$ cat config.mk
export PLATFORM = sky130hd
export DESIGN_NAME = id_ex_stage_flat
export DESIGN_NICKNAME = d
export VERILOG_FILES = /design/src/rtl/id_ex_stage_if.sv /design/src/rtl/id_ex_stage.sv /design/src/flat_wrapper.sv
export SDC_FILE = /design/constraint.sdc
export NUM_CORES = 1
export LEC_CHECK = 0
export BUFFER_PORTS_ARGS = -buffer_cell sky130_fd_sc_hd__buf_2
export CORE_UTILIZATION = 40
export CTS_BUF_LIST = sky130_fd_sc_hd__clkbuf_4
export DETAILED_ROUTE_END_ITERATION = 7
export PLACE_DENSITY = 0.71
export SLEW_MARGIN = 20
export SYNTH_ARGS = -nofsm -noshare
export SYNTH_HDL_FRONTEND = slang
export SYNTH_SLANG_ARGS = --single-unit
export TNS_END_PERCENT = 1
$ cat constraint.sdc
create_clock -name clk -period 2.5 [get_ports clk]
set_clock_uncertainty 0.15 [all_clocks]
set_input_delay 0.125 -clock clk [delete_from_list [all_inputs] [get_ports clk]]
set_output_delay 0.125 -clock clk [all_outputs]
set_load 0.01 [all_outputs]
$ cat src/rtl/id_ex_stage_if.sv
// id_ex_stage_if: ID-side inputs, hazard inputs and EX-side outputs of the ID/EX register
interface id_ex_stage_if #(
  parameter int XLEN = 32,
  parameter int REGW = 5
);
  logic            id_valid;
  logic [XLEN-1:0] id_pc;
  logic [XLEN-1:0] id_rs1_data;
  logic [XLEN-1:0] id_rs2_data;
  logic [XLEN-1:0] id_imm;
  logic [REGW-1:0] id_rs1;
  logic [REGW-1:0] id_rs2;
  logic [REGW-1:0] id_rd;
  logic            id_reg_write;
  logic            id_mem_read;
  logic            id_mem_write;
  logic            id_alu_src;
  logic [3:0]      id_alu_ctrl;
  logic            flush;
  logic [REGW-1:0] mem_rd;
  logic            mem_reg_write;
  logic [REGW-1:0] wb_rd;
  logic            wb_reg_write;
  logic            stall;
  logic            ex_valid;
  logic [XLEN-1:0] ex_pc;
  logic [XLEN-1:0] ex_rs1_data;
  logic [XLEN-1:0] ex_rs2_data;
  logic [XLEN-1:0] ex_imm;
  logic [REGW-1:0] ex_rs1;
  logic [REGW-1:0] ex_rs2;
  logic [REGW-1:0] ex_rd;
  logic            ex_reg_write;
  logic            ex_mem_read;
  logic            ex_mem_write;
  logic            ex_alu_src;
  logic [3:0]      ex_alu_ctrl;
  logic [1:0]      forward_a;
  logic [1:0]      forward_b;
  logic [15:0]     bubble_cnt;
  modport master (
    output id_valid, id_pc, id_rs1_data, id_rs2_data, id_imm, id_rs1, id_rs2, id_rd,
           id_reg_write, id_mem_read, id_mem_write, id_alu_src, id_alu_ctrl,
           flush, mem_rd, mem_reg_write, wb_rd, wb_reg_write,
    input  stall, ex_valid, ex_pc, ex_rs1_data, ex_rs2_data, ex_imm, ex_rs1, ex_rs2, ex_rd,
           ex_reg_write, ex_mem_read, ex_mem_write, ex_alu_src, ex_alu_ctrl,
           forward_a, forward_b, bubble_cnt
  );
  modport slave (
    input  id_valid, id_pc, id_rs1_data, id_rs2_data, id_imm, id_rs1, id_rs2, id_rd,
           id_reg_write, id_mem_read, id_mem_write, id_alu_src, id_alu_ctrl,
           flush, mem_rd, mem_reg_write, wb_rd, wb_reg_write,
    output stall, ex_valid, ex_pc, ex_rs1_data, ex_rs2_data, ex_imm, ex_rs1, ex_rs2, ex_rd,
           ex_reg_write, ex_mem_read, ex_mem_write, ex_alu_src, ex_alu_ctrl,
           forward_a, forward_b, bubble_cnt
  );
endinterface

$ cat src/rtl/id_ex_stage.sv
// id_ex_stage: ID/EX pipeline register with load-use stall, forwarding selects and bubble counter
module id_ex_stage (
  input logic         clk,
  input logic         rst_n,
  id_ex_stage_if.slave bus
);
  logic counted;
  logic bubble;
  // load-use hazard, EX operand forward selects (MEM over WB, never x0) and bubble decision
  always_comb begin
    bus.stall = !bus.flush && bus.ex_valid && bus.ex_mem_read && (bus.ex_rd != '0) && bus.id_valid &&
                ((bus.ex_rd == bus.id_rs1) || (bus.ex_rd == bus.id_rs2));
    bus.forward_a = (bus.mem_reg_write && (bus.mem_rd != '0) && (bus.mem_rd == bus.ex_rs1)) ? 2'b10 :
                    (bus.wb_reg_write && (bus.wb_rd != '0) && (bus.wb_rd == bus.ex_rs1)) ? 2'b01 : 2'b00;
    bus.forward_b = (bus.mem_reg_write && (bus.mem_rd != '0) && (bus.mem_rd == bus.ex_rs2)) ? 2'b10 :
                    (bus.wb_reg_write && (bus.wb_rd != '0) && (bus.wb_rd == bus.ex_rs2)) ? 2'b01 : 2'b00;
    counted = bus.flush || bus.stall;
    bubble = counted || !bus.id_valid;
  end
  // pipeline register: bubbles clear valid/write controls and rd, data fields hold
  always_ff @(posedge clk or negedge rst_n) begin
    if (!rst_n) begin
      bus.ex_valid     <= 1'b0;
      bus.ex_pc        <= '0;
      bus.ex_rs1_data  <= '0;
      bus.ex_rs2_data  <= '0;
      bus.ex_imm       <= '0;
      bus.ex_rs1       <= '0;
      bus.ex_rs2       <= '0;
      bus.ex_rd        <= '0;
      bus.ex_reg_write <= 1'b0;
      bus.ex_mem_read  <= 1'b0;
      bus.ex_mem_write <= 1'b0;
      bus.ex_alu_src   <= 1'b0;
      bus.ex_alu_ctrl  <= '0;
    end else if (bubble) begin
      bus.ex_valid     <= 1'b0;
      bus.ex_rd        <= '0;
      bus.ex_reg_write <= 1'b0;
      bus.ex_mem_read  <= 1'b0;
      bus.ex_mem_write <= 1'b0;
    end else begin
      bus.ex_valid     <= 1'b1;
      bus.ex_pc        <= bus.id_pc;
      bus.ex_rs1_data  <= bus.id_rs1_data;
      bus.ex_rs2_data  <= bus.id_rs2_data;
      bus.ex_imm       <= bus.id_imm;
      bus.ex_rs1       <= bus.id_rs1;
      bus.ex_rs2       <= bus.id_rs2;
      bus.ex_rd        <= bus.id_rd;
      bus.ex_reg_write <= bus.id_reg_write;
      bus.ex_mem_read  <= bus.id_mem_read;
      bus.ex_mem_write <= bus.id_mem_write;
      bus.ex_alu_src   <= bus.id_alu_src;
      bus.ex_alu_ctrl  <= bus.id_alu_ctrl;
    end
  end
  // saturating count of bubbles caused by stall or flush
  always_ff @(posedge clk or negedge rst_n) begin
    if (!rst_n) bus.bubble_cnt <= '0;
    else if (counted && bus.bubble_cnt != '1) bus.bubble_cnt <= bus.bubble_cnt + 16'd1;
  end
endmodule

$ cat src/flat_wrapper.sv
// flat-port wrapper written by rule: the top's interface ports become plain ports
module id_ex_stage_flat 
  (clk, rst_n, bus_id_valid, bus_id_pc, bus_id_rs1_data, bus_id_rs2_data, bus_id_imm, bus_id_rs1, bus_id_rs2, bus_id_rd, bus_id_reg_write, bus_id_mem_read, bus_id_mem_write, bus_id_alu_src, bus_id_alu_ctrl, bus_flush, bus_mem_rd, bus_mem_reg_write, bus_wb_rd, bus_wb_reg_write, bus_stall, bus_ex_valid, bus_ex_pc, bus_ex_rs1_data, bus_ex_rs2_data, bus_ex_imm, bus_ex_rs1, bus_ex_rs2, bus_ex_rd, bus_ex_reg_write, bus_ex_mem_read, bus_ex_mem_write, bus_ex_alu_src, bus_ex_alu_ctrl, bus_forward_a, bus_forward_b, bus_bubble_cnt);
  id_ex_stage_if #(.XLEN(32), .REGW(5)) bus_i ();
  input logic clk;
  input logic rst_n;
  input wire logic [$bits(bus_i.id_valid)-1:0] bus_id_valid;
  input wire logic [$bits(bus_i.id_pc)-1:0] bus_id_pc;
  input wire logic [$bits(bus_i.id_rs1_data)-1:0] bus_id_rs1_data;
  input wire logic [$bits(bus_i.id_rs2_data)-1:0] bus_id_rs2_data;
  input wire logic [$bits(bus_i.id_imm)-1:0] bus_id_imm;
  input wire logic [$bits(bus_i.id_rs1)-1:0] bus_id_rs1;
  input wire logic [$bits(bus_i.id_rs2)-1:0] bus_id_rs2;
  input wire logic [$bits(bus_i.id_rd)-1:0] bus_id_rd;
  input wire logic [$bits(bus_i.id_reg_write)-1:0] bus_id_reg_write;
  input wire logic [$bits(bus_i.id_mem_read)-1:0] bus_id_mem_read;
  input wire logic [$bits(bus_i.id_mem_write)-1:0] bus_id_mem_write;
  input wire logic [$bits(bus_i.id_alu_src)-1:0] bus_id_alu_src;
  input wire logic [$bits(bus_i.id_alu_ctrl)-1:0] bus_id_alu_ctrl;
  input wire logic [$bits(bus_i.flush)-1:0] bus_flush;
  input wire logic [$bits(bus_i.mem_rd)-1:0] bus_mem_rd;
  input wire logic [$bits(bus_i.mem_reg_write)-1:0] bus_mem_reg_write;
  input wire logic [$bits(bus_i.wb_rd)-1:0] bus_wb_rd;
  input wire logic [$bits(bus_i.wb_reg_write)-1:0] bus_wb_reg_write;
  output wire logic [$bits(bus_i.stall)-1:0] bus_stall;
  output wire logic [$bits(bus_i.ex_valid)-1:0] bus_ex_valid;
  output wire logic [$bits(bus_i.ex_pc)-1:0] bus_ex_pc;
  output wire logic [$bits(bus_i.ex_rs1_data)-1:0] bus_ex_rs1_data;
  output wire logic [$bits(bus_i.ex_rs2_data)-1:0] bus_ex_rs2_data;
  output wire logic [$bits(bus_i.ex_imm)-1:0] bus_ex_imm;
  output wire logic [$bits(bus_i.ex_rs1)-1:0] bus_ex_rs1;
  output wire logic [$bits(bus_i.ex_rs2)-1:0] bus_ex_rs2;
  output wire logic [$bits(bus_i.ex_rd)-1:0] bus_ex_rd;
  output wire logic [$bits(bus_i.ex_reg_write)-1:0] bus_ex_reg_write;
  output wire logic [$bits(bus_i.ex_mem_read)-1:0] bus_ex_mem_read;
  output wire logic [$bits(bus_i.ex_mem_write)-1:0] bus_ex_mem_write;
  output wire logic [$bits(bus_i.ex_alu_src)-1:0] bus_ex_alu_src;
  output wire logic [$bits(bus_i.ex_alu_ctrl)-1:0] bus_ex_alu_ctrl;
  output wire logic [$bits(bus_i.forward_a)-1:0] bus_forward_a;
  output wire logic [$bits(bus_i.forward_b)-1:0] bus_forward_b;
  output wire logic [$bits(bus_i.bubble_cnt)-1:0] bus_bubble_cnt;
  assign bus_i.id_valid = bus_id_valid;
  assign bus_i.id_pc = bus_id_pc;
  assign bus_i.id_rs1_data = bus_id_rs1_data;
  assign bus_i.id_rs2_data = bus_id_rs2_data;
  assign bus_i.id_imm = bus_id_imm;
  assign bus_i.id_rs1 = bus_id_rs1;
  assign bus_i.id_rs2 = bus_id_rs2;
  assign bus_i.id_rd = bus_id_rd;
  assign bus_i.id_reg_write = bus_id_reg_write;
  assign bus_i.id_mem_read = bus_id_mem_read;
  assign bus_i.id_mem_write = bus_id_mem_write;
  assign bus_i.id_alu_src = bus_id_alu_src;
  assign bus_i.id_alu_ctrl = bus_id_alu_ctrl;
  assign bus_i.flush = bus_flush;
  assign bus_i.mem_rd = bus_mem_rd;
  assign bus_i.mem_reg_write = bus_mem_reg_write;
  assign bus_i.wb_rd = bus_wb_rd;
  assign bus_i.wb_reg_write = bus_wb_reg_write;
  assign bus_stall = bus_i.stall;
  assign bus_ex_valid = bus_i.ex_valid;
  assign bus_ex_pc = bus_i.ex_pc;
  assign bus_ex_rs1_data = bus_i.ex_rs1_data;
  assign bus_ex_rs2_data = bus_i.ex_rs2_data;
  assign bus_ex_imm = bus_i.ex_imm;
  assign bus_ex_rs1 = bus_i.ex_rs1;
  assign bus_ex_rs2 = bus_i.ex_rs2;
  assign bus_ex_rd = bus_i.ex_rd;
  assign bus_ex_reg_write = bus_i.ex_reg_write;
  assign bus_ex_mem_read = bus_i.ex_mem_read;
  assign bus_ex_mem_write = bus_i.ex_mem_write;
  assign bus_ex_alu_src = bus_i.ex_alu_src;
  assign bus_ex_alu_ctrl = bus_i.ex_alu_ctrl;
  assign bus_forward_a = bus_i.forward_a;
  assign bus_forward_b = bus_i.forward_b;
  assign bus_bubble_cnt = bus_i.bubble_cnt;
  id_ex_stage u_core (.clk(clk), .rst_n(rst_n), .bus(bus_i));
endmodule
; ---- Yosys cells after proc, flatten, opt, wreduce, memory -nomap -nowiden
; Index checks and enable logic that the tools add are counted.
[word_totals]
out_inout_bits = 173
elab_cells = 51
inputBits = 167
register_bits = 168
[op_classes]
n_mux = 9
n_addsub = 1
eq_ne = 7
reduce_logical = 20
[ops]
columns = op, n
row1 = $eq A5 B5 Y1, 6
row2 = $add A16 B1 Y16 const B, 1
row3 = $ne A16 B16 Y1 const B, 1
row4 = $reduce_bool A5 Y1, 3
row5 = $logic_and A1 B1 Y1, 12
row6 = $mux W1, 6
row7 = $mux W5, 1
row8 = $mux W2, 2
row9 = $logic_or A1 B1 Y1, 3
row10 = $logic_not A1 Y1, 2

; ---- Depth between registers and ports, before layout
[depth]
depth_word = 9
mapped_depth = 8
depth_no_buf = 7

; ---- Worst setup path after synthesis
; Ideal clock, no wire load.
[synth_path]
path_kind = register to register
startpoint = register u_core.bus.ex_rd[0]
endpoint = register u_core.bus.ex_imm[19]
setup_time_ps = 128
required_ps = 2222
path_stages_with_launch = 7
arrival_ps = 1950
period_less_slack_ps = 2228
slack_ps = 272
n_path_buf = 2
path_cell_list = dfrtp_1 or4_1 o2111ai_2 o21ai_2 buf_6 buf_6 mux2_1
[synth_via]
elab_chain_cells = 6
word_cells_on_any_way = 9
classes_between = 2 x eq/ne / 7 x reduce/logical
[synth_rtl]
columns = item, line
row1 = start: declaration, id_ex_stage_if.sv:53  ; output stall, ex_valid, ex_pc, ex_rs1_data, ex_rs2_data, ex_imm, ex_rs1, ex_rs2, ex_rd,
row2 = start signal: assignment, id_ex_stage.sv:50  ; bus.ex_rd <= bus.id_rd;
row3 = $reduce_bool A5 Y1, id_ex_stage.sv:11  ; bus.stall = !bus.flush && bus.ex_valid && bus.ex_mem_read && (bus.ex_rd != '0) && bus.id_valid &&
row4 = $logic_and A1 B1 Y1 (2 in a row), id_ex_stage.sv:11
row5 = $logic_and A1 B1 Y1 (*), id_ex_stage.sv:11
row6 = $logic_or A1 B1 Y1 (*), id_ex_stage.sv:17  ; counted = bus.flush || bus.stall;
row7 = $logic_or A1 B1 Y1 (*), id_ex_stage.sv:18  ; bubble = counted || !bus.id_valid;
row8 = end signal: assignment, id_ex_stage.sv:47  ; bus.ex_imm <= bus.id_imm;
row9 = end: declaration, id_ex_stage_if.sv:53
; Mark *: on every way between the ends. The rest lies on a longest branch, timed or not.
; A chain may end at the register's enable or synchronous reset.

; ---- Worst setup path in the final report
; Ends and elaborated chain as after synthesis.

==> qor.csv <==
metric;value;unit
status;finished, final reports clean;
Cell Pwr Density;618;mW/mm^2
CTS tree;done;
EDFF count, synth;0;
HP Class;in -> reg;
vias in the first global route;6078;
largest net degree at the start of global routing;63;
CTS Root Cell;clkbuf_4;
DP Area;0.00900;mm^2
Synth warnings;0;
Avg Cell Area, Syn;15.6;um^2
DR WL/cell;16.9;um
asr flop ratio synth;100;%
initial antenna violation count;2;
Most used DFF post-synth;dfrtp_1;
# setup viols final;0;
die width;134;um
maxcap violations;0;
CP max FO;28;
#FFs+latches synth;168;
Final Hold Fails;0;
final antenna-violating net count;0;
Crit. End Element;flop;
Tot GR Track Use;22.9;%
1st-pass router iterations;4;
CTS sink count;168;
fmax;0.418;GHz
Fill cells;1258;
routed wire length;20100;um
critical path type;reg -> reg;
vias;5582;
clock network latency to the later pin of the worst-skew pair;0.54;ns
post-route cell area;0.0108;mm^2
GPL Wtd Cong;0.809;
measured slew at the worst slew-check pin;0.491;ns
Synth Net Count;616;
distinct cell type count after synthesis;31;
fin cells;1188;
Clock Tree Buf Depth;2;
grt ovf;0;
worst path arrival time;2.68;ns
most common cell after layout, fill and taps aside;buf_2;
die extent in y;134;um
register area share after synthesis;60.2;%
Clk pin slew, worst setup/hold paths;0.15;ns
die footprint;0.0180;mm^2
H-tree Lvls;4;
Residual DRC;0;
Synth-to-Final Area Change;55.0;%
Syn Std Cell Area;0.00698;mm^2
setup TNS;0;ns
row cnt;47;
Crit path required time;2.79;ns
Starting Density;41.5;%
Startpoint Class;flop;
Min Hold Slack;0.168;ns
most frequent cells in the layout;buf_2 (338), dfrtp_1 (168), dlygate4sd3_1 (154);
first-pass GRT wire length;31400;um
final period utilization;95.7;%
CTS Buf Count;17;
post-DP HPWL;13300;um
Final Net Count;1124;
Cells after Synth;448;
number of I/O port buffers;339;
I/O pin total;340;
core area;0.0168;mm^2
r2r setup slk;0.11;ns
fin crit period;2.39;ns
placed cells;1002;
layout cell share with drive strength beyond 1;54.0;%
RSZ-0062 raised after global routing;no;
Vias/cell;4.70;
worst rel slew slack;67.3;%
Slew Viols, Final;0;
Starting DRT DRC Count;167;
leakage;5.42;nW
peak supply drop;0.402;mV
==> report_power, final <==
part | internal, mW | switching [mW] | leakage (nW)
Clock | 0.489 | 0.948 | 0.118
Sequential | 3.13 | 0.303 | 2.00
Combinational | 1.02 | 0.798 | 3.31
Total | 4.64 | 2.05 | 5.42
==> final cells by class <==
| class | instances | area, um^2 | area share, % |
|---|---|---|---|
| clock inverters | 11 | 103 | 0.948 |
| flip-flops and latches | 168 | 4200 | 38.8 |
| well taps | 220 | 275 | 2.54 |
| repair buffers | 506 | 3440 | 31.8 |
| inverters | 2 | 7.51 | 0.0694 |
| diodes | 2 | 5.00 | 0.0462 |
| multi-input cells | 261 | 2660 | 24.5 |
| clock buffers | 18 | 135 | 1.25 |
==> per-layer routing <==
metal | GRT usage (%) | wire, um | up-vias
li1 | - | - | 2593
met1 | 24.9 | 7650 | 2727
met3 | 7.63 | 1440 | 42
met4 | 9.05 | 522 | 0
met5 | 0 | 0 | -
met2 | 41.0 | 10500 | 220
==> per-stage QoR <==
stage	util (%)	power, mW	setup WS [ns]
2_1_floorplan	-	4.28	0.272
3_3_place_gp	53.5	5.03	0.156
3_5_place_dp	53.5	5.07	0.115
4_1_cts	64.3	6.71	0.0894
5_1_grt	64.4	7.03	0.00226
6_report	64.4	6.68	0.108
==> state kept, by name, summed over array words and instances, names as in the netlist, 4 cells and up <==
signal	count
u_core.bus.ex_imm	32
u_core.bus.ex_pc	32
u_core.bus.ex_rs1_data	32
u_core.bus.ex_rs2_data	32
u_core.bus.bubble_cnt	16
u_core.bus.ex_rd	5
u_core.bus.ex_rs1	5
u_core.bus.ex_rs2	5
u_core.bus.ex_alu_ctrl	4
==> cells by family (layout without fill, tap and decap cells) <==
group	after synthesis	after routing	synth area share (%)
flops	168	168	60.2
buf+inv	19	537	1.92
simple gates	58	58	4.80
mux	147	147	26.6
other cells	0	2	0
compound gates	19	19	1.76
xor+xnor	36	36	4.52
fa+ha+maj	1	1	0.179
==> repair_timing <==
| action | 4_1_cts | 5_1_grt |
|---|---|---|
| resized for setup | 0 | 1 |
| setup endpoints to repair | 0 | 1 |
| endpoints found under the hold margin | 326 | 0 |
| hold buffers | 155 | 0 |
| setup buffers | 0 | 0 |
==> synth_stat cells (2+ instances only) <==
master    instances  area share, %
inv_1             2           0.11
and2_1            9           0.81
and3_1            7           0.63
dfrtp_1         168             60
o21ai_0           4           0.29
nor3_1            4           0.29
nand3_1           6           0.43
and4_1            3           0.38
clkbuf_1          2           0.11
nor4_1            3           0.27
nor2_1            6           0.32
mux2_1            7            1.1
xor2_1           23            2.9
buf_6             7            1.1
nand2_1           6           0.32
xnor2_1          13            1.6
buf_2             8           0.57
nand4_1           6           0.54
mux2_2           85             14
a31oi_1           4           0.36
or4_1             4           0.43
a21oi_1           7           0.50
mux2_4           54             12
nor2b_1           3           0.27
==> worst paths after layout <==
path                                            from  cells past startpoint                   endpoint
min in group asynchronous                      rst_n                      4        u_core.bus.ex_pc[1]
max in group asynchronous                      rst_n                      4  u_core.bus.ex_alu_ctrl[1]
hold / removal                          bus_id_pc[7]                      3        u_core.bus.ex_pc[7]
setup reg to reg                 u_core.bus.ex_rd[0]                      6      u_core.bus.ex_imm[19]
setup / recovery                 u_core.bus.ex_rd[0]                      6      u_core.bus.ex_imm[19]
hold reg to reg            u_core.bus.ex_alu_ctrl[1]                      1  u_core.bus.ex_alu_ctrl[1]
==> worst max-delay path, cell delays in order (launching register included) <==
cell and delay (ns):
dfrtp_1 0.45, or4_1 0.55, o2111ai_2 0.29, o21ai_4 0.11
buf_12 0.19, buf_4 0.22, mux2_1 0.31
No activity file was read; power rests on OpenSTA's default activity.
